<file path="src/rtl/acq_capture.sv">
// acq_capture: triggered ADC acquisition writer (delay after start, channel select, run into BRAM until full).
// Define ACQ_CAPTURE_DECIMATION_EN to keep only one of every decimator+1 valid words.
module acq_capture #(
   parameter int DATA_WIDTH  = 256,
   parameter int ADDR_WIDTH  = 10,
   parameter int DELAY_WIDTH = 16,
   parameter int DEC_WIDTH   = 8
) (
   input  logic                   clk,
   input  logic                   resetn,
   input  logic [DATA_WIDTH-1:0]  adc0,
   input  logic [DATA_WIDTH-1:0]  adc1,
   input  logic                   adcvalid,
   input  logic                   chansel,
   input  logic                   stb_start,
   input  logic                   acqbufreset,
   input  logic [DELAY_WIDTH-1:0] delayaftertrig,
   input  logic [DEC_WIDTH-1:0]   decimator,
   output logic                   wr_en,
   output logic [ADDR_WIDTH-1:0]  wr_addr,
   output logic [DATA_WIDTH-1:0]  wr_data,
   output logic                   busy,
   output logic                   done,
   output logic [ADDR_WIDTH:0]    addr_mon
);
   typedef enum logic [1:0] {IDLE, DELAY, CAPTURE, DONE} state_t;
   state_t                 state_q, state_d;
   logic                   chan_q, chan_d;
   logic [DELAY_WIDTH-1:0] dly_q, dly_d;
   logic [ADDR_WIDTH:0]    cnt_q, cnt_d;
   logic                   wr_en_q, wr_en_d;
   logic [ADDR_WIDTH-1:0]  wr_addr_q, wr_addr_d;
   logic [DATA_WIDTH-1:0]  wr_data_q, wr_data_d;
   logic                   keep, start, write;
`ifdef ACQ_CAPTURE_DECIMATION_EN
   logic [DEC_WIDTH-1:0]   dec_q, dec_d, deccnt_q, deccnt_d;
   assign keep = deccnt_q == '0;
   always_comb begin
      dec_d = start ? decimator : dec_q;
      deccnt_d = deccnt_q;
      if (acqbufreset || start)
         deccnt_d = '0;
      else if (state_q == CAPTURE && adcvalid && !cnt_q[ADDR_WIDTH])
         deccnt_d = keep ? dec_q : deccnt_q - DEC_WIDTH'(1);
   end
   always_ff @(posedge clk) begin
      if (!resetn) begin
         dec_q <= '0;
         deccnt_q <= '0;
      end else begin
         dec_q <= dec_d;
         deccnt_q <= deccnt_d;
      end
   end
`else
   logic unused_dec;
   assign unused_dec = ^decimator;
   assign keep = 1'b1;
`endif
   assign start = stb_start && (state_q == IDLE || state_q == DONE);
   // cnt_q MSB set means the buffer is full; no more writes and the run ends next cycle
   assign write = state_q == CAPTURE && adcvalid && keep && !cnt_q[ADDR_WIDTH];
   always_comb begin
      state_d = state_q;
      chan_d = chan_q;
      dly_d = dly_q;
      cnt_d = cnt_q + (ADDR_WIDTH+1)'(write);
      wr_en_d = write;
      wr_addr_d = write ? cnt_q[ADDR_WIDTH-1:0] : wr_addr_q;
      wr_data_d = write ? (chan_q ? adc1 : adc0) : wr_data_q;
      if (acqbufreset) begin
         state_d = IDLE;
         cnt_d = '0;
         wr_en_d = 1'b0;
      end else if (start) begin
         state_d = delayaftertrig != '0 ? DELAY : CAPTURE;
         chan_d = chansel;
         dly_d = delayaftertrig;
         cnt_d = '0;
      end else if (state_q == DELAY) begin
         dly_d = dly_q - DELAY_WIDTH'(1);
         state_d = dly_q == DELAY_WIDTH'(1) ? CAPTURE : DELAY;
      end else if (state_q == CAPTURE && cnt_q[ADDR_WIDTH])
         state_d = DONE;
   end
   always_ff @(posedge clk) begin
      if (!resetn) begin
         state_q <= IDLE;
         chan_q <= 1'b0;
         dly_q <= '0;
         cnt_q <= '0;
         wr_en_q <= 1'b0;
         wr_addr_q <= '0;
         wr_data_q <= '0;
      end else begin
         state_q <= state_d;
         chan_q <= chan_d;
         dly_q <= dly_d;
         cnt_q <= cnt_d;
         wr_en_q <= wr_en_d;
         wr_addr_q <= wr_addr_d;
         wr_data_q <= wr_data_d;
      end
   end
   assign wr_en = wr_en_q;
   assign wr_addr = wr_addr_q;
   assign wr_data = wr_data_q;
   assign busy = state_q == DELAY || state_q == CAPTURE;
   assign done = state_q == DONE;
   assign addr_mon = cnt_q;
endmodule

</file>
<file path="config.mk">
export PLATFORM = sky130hd
export DESIGN_NAME = acq_capture
export DESIGN_NICKNAME = d
export VERILOG_FILES = /design/src/rtl/acq_capture.sv
export SDC_FILE = /design/constraint.sdc
export NUM_CORES = 1
export LEC_CHECK = 0
export CAP_MARGIN = 15
export CORE_AREA = 2 2 319 321
export CTS_CLUSTER_SIZE = 12
export DETAILED_ROUTE_END_ITERATION = 10
export DIE_AREA = 0 0 321 323
export GPL_TIMING_DRIVEN = 0
export PLACE_DENSITY = 0.41
export SLEW_MARGIN = 20
export SYNTH_ARGS = -nofsm -noshare
export SYNTH_HDL_FRONTEND = slang
export SYNTH_SLANG_ARGS = --single-unit
</file>
<file path="constraint.sdc">
create_clock -name clk -period 2.37 [get_ports clk]
set_input_delay 0.237 -clock clk [delete_from_list [all_inputs] [get_ports clk]]
set_output_delay 0.237 -clock clk [all_outputs]
set_load 0.1 [all_outputs]
</file>
==> impl_metrics.env <==
export IMPL_start_util=0.131
export IMPL_ff2ff_path_depth=12
export IMPL_slew_violations=0
export IMPL_cts_tree="yes"
export IMPL_drt_wl_total_um=77500
export IMPL_final_hold_violation_count=0
export IMPL_period_share=0.979
export IMPL_routedWlPerCell_um=21.5
export IMPL_setup_violations=0
export IMPL_hold_worst_slack_ns=0.240
export IMPL_worstSetupStartpointType="flip-flop"
export IMPL_drt_initial_drc_count=471
export IMPL_row_count=117
export IMPL_crit_family="buffers and inverters"
export IMPL_status="finished clean"
export IMPL_period_needed_ns=2.32
export IMPL_route_detailed_drc=0
export IMPL_synth_top_area_cell="dfxtp_1"
export IMPL_clk_pin_slew_ns=0.06
export IMPL_ys_flop_type="dfxtp_1"
export IMPL_synthTopCellsByArea="dfxtp_1 45%, mux2i_1 20%, a211oi_1 15%, nor2_1 8.0%, clkbuf_1 2.0%"
export IMPL_coreArea_um2=101000
export IMPL_grt_use_total=0.141
export IMPL_cp_slowest_cell="clkdlybuf4s50_1"
export IMPL_r2r_setup_slack_ns=0.14
export IMPL_nFillCells=11000
export IMPL_antenna_left=0
export IMPL_path_buf_inv=1
export IMPL_fmax_ghz=0.431
export IMPL_hold_start="acqbufreset"
export IMPL_yosys_area_top_type_share=0.451
export IMPL_synthArstFlopShare=0
export IMPL_grt_max_degree=12
export IMPL_cp_required_ns=2.13
export IMPL_die_width_um=321
export IMPL_dr_pass1_iters=5
export IMPL_path_cells="clkdlybuf4s50_1"
export IMPL_grt_pass1_wl_um=106000
export IMPL_crit_cells=1
export IMPL_final_area_um2=24400
export IMPL_top_level_ports=822
export IMPL_clk_insertion_delay_late_ns=0.55
export IMPL_area_delta_synth_final_pct=85.3
export IMPL_ys_seq_area_frac=0.451
export IMPL_path_class="flip-flop to primary output"
export IMPL_worstSetupStartpoint="wr_data[142]$_SDFFE_PN0N_"
export IMPL_cp_arrival_ns=2.08
export IMPL_root_buffer="clkbuf_16"
export IMPL_power_mw=15.1
export IMPL_place_area_um2=22900
export IMPL_critPathMaxFanout=2
export IMPL_r2r_end="addr_mon[9]$_SDFF_PP0_"
export IMPL_whs_path_depth=3
export IMPL_grt_antenna_before_repair=5
export IMPL_leakage_nw=8.93
export IMPL_fp_dieH_um=323
export IMPL_synth_enable_flop_cells=0
export IMPL_clock_sinks=297
export IMPL_ir_drop_uv=390
export IMPL_nNetsFinal=2806
export IMPL_hpwlAfterDp_um=63600
export IMPL_overflow=0
export IMPL_drive_above_1_share=0.0778
export IMPL_route_vias_total=14200
export IMPL_synth_warnings=0
export IMPL_clockBufferDepth=3
export IMPL_yosys_register_bits=297
export IMPL_grt_pass1_vias=14800
export IMPL_max_cap_viol_count=0
export IMPL_die_area_um2=104000
export IMPL_gp_congestion=0.825
export IMPL_ys_types=53
export IMPL_critPathCaptureType="primary output"
export IMPL_cpPeakStageDelay_ns=1.18
export IMPL_reg2reg_from="state_q[0]$_SDFFE_PP0P_"
export IMPL_fin_worst_skew_ns=0.0170
export IMPL_rsz0062_at_grt="false"
export IMPL_ctsHtreeMaxLevel=2
export IMPL_synth_area_per_cell_um2=9.40
export IMPL_slew_headroom=0.246
export IMPL_worst_pin_slew_ns=1.14
export IMPL_vias_per_cell=3.94
export IMPL_syn_inst=1401
export IMPL_numCtsBuffers=39
export IMPL_port_buffers=812
export IMPL_hold_class="primary input to flip-flop"
export IMPL_netlist_area_um2=13200
export IMPL_p_per_area_nw_per_um2=618
export IMPL_holdPathEnd="wr_en$_SDFF_PP0_"
export IMPL_syn_nets=1950
## cells by family (layout without fill, tap and decap cells)
kind of cell               after synthesis  in the layout  synth area share
AOI/OAI and AO/OA                      322            322             0.177
xor gates and xnor gates                 9              9           0.00598
muxes                                  259            259             0.197
other                                    0              3                 0
DFF                                    297            297             0.451
adders and majority gates                7              7           0.00665
and+or+nand+nor                        372            372             0.118
buffers and inverters                  135           1022            0.0439
## how the worst max path moves through the flow
stage,endpoint
2_1_floorplan,addr_mon[6]$_SDFF_PP0_
3_3_place_gp,addr_mon[10]$_SDFF_PP0_
3_5_place_dp,addr_mon[6]$_SDFF_PP0_
4_1_cts,wr_data[142]
5_1_grt,wr_data[189]
6_report,wr_data[142]
## state kept, by name, indices dropped and copies added (netlist names)
register,cells
wr_en,1
wr_addr,10
dly_q,16
chan_q,1
wr_data,256
state_q,2
addr_mon,11
## cells in the final DEF (no fill, tap or decap), types with 5 or more instances in the layout
cell,count
and3_1,5
clkbuf_2,27
a211oi_1,258
dlymetal6s2s_1,32
clkbuf_8,16
buf_2,54
nand4_1,6
o21ai_1,6
a31oi_1,8
nor2_1,282
xnor2_1,5
dfxtp_1,295
nor4_1,6
a21oi_1,25
buf_4,5
inv_1,9
nand3_1,7
clkbuf_16,39
clkbuf_1,46
nand2_1,39
dlygate4sd2_1,86
ha_1,5
clkdlybuf4s50_1,686
mux2i_1,255
## synthesized netlist by cell type, drive strengths merged (7+ instances only)
cell type	instances
a211oi	258
a21oi	26
a31oi	8
buf	55
clkbuf	69
dfxtp	297
ha	7
inv	11
mux2i	258
nand2	39
nand3	8
nor2	282
nor4	8
o21ai	9
## metrics by stage
stage | cells | util | worst slack (ns) | TNS [ns]
after global placement | 3522 | 0.228 | -1.11 | -144.49
after global routing | 3598 | 0.242 | 0.0000886 | 0
final | 3600 | 0.242 | 0.0497 | 0
after floorplan | 1401 | - | 0.0212 | 0
after CTS | 3597 | 0.241 | 0.000580 | 0
after detailed placement | 3522 | 0.228 | -1.16 | -150.90
## where the power goes
part           internal (mW)  switching [mW]  leakage (nW)
Combinational           1.44            2.16          5.87
Sequential              5.17           0.124          2.41
Clock                   3.73            2.47         0.659
Total                   10.3            4.75          8.93
## routing by layer
metal,routed length (µm),up-vias,track usage,part of all wire
li1,-,6823,-,-
met1,30400,6673,0.158,0.39
met2,37900,592,0.248,0.49
met3,6250,104,0.0451,0.081
met4,3000,0,0.0545,0.039
met5,0,-,0,0
## layout make-up
cell class	instances	area (µm²)	area share
Inverter	11	48.8	0.00200
Sequential cell	297	5950	0.244
Timing Repair Buffer	816	8100	0.332
Tap cell	1309	1640	0.0671
Clock inverter	11	123	0.00502
Multi-Input combinational cell	969	6720	0.275
Clock buffer	61	1210	0.0495
Buffer	123	617	0.0253
Antenna cell	3	7.51	0.000308
## repair_timing
item,in CTS,in global routing
resized for setup,127,71
hold buffers,0,0
setup buffers,4,0
endpoints found under the setup margin,364,184
pin swaps,1,1
Note: power is estimated with default switching activity, not from simulation.
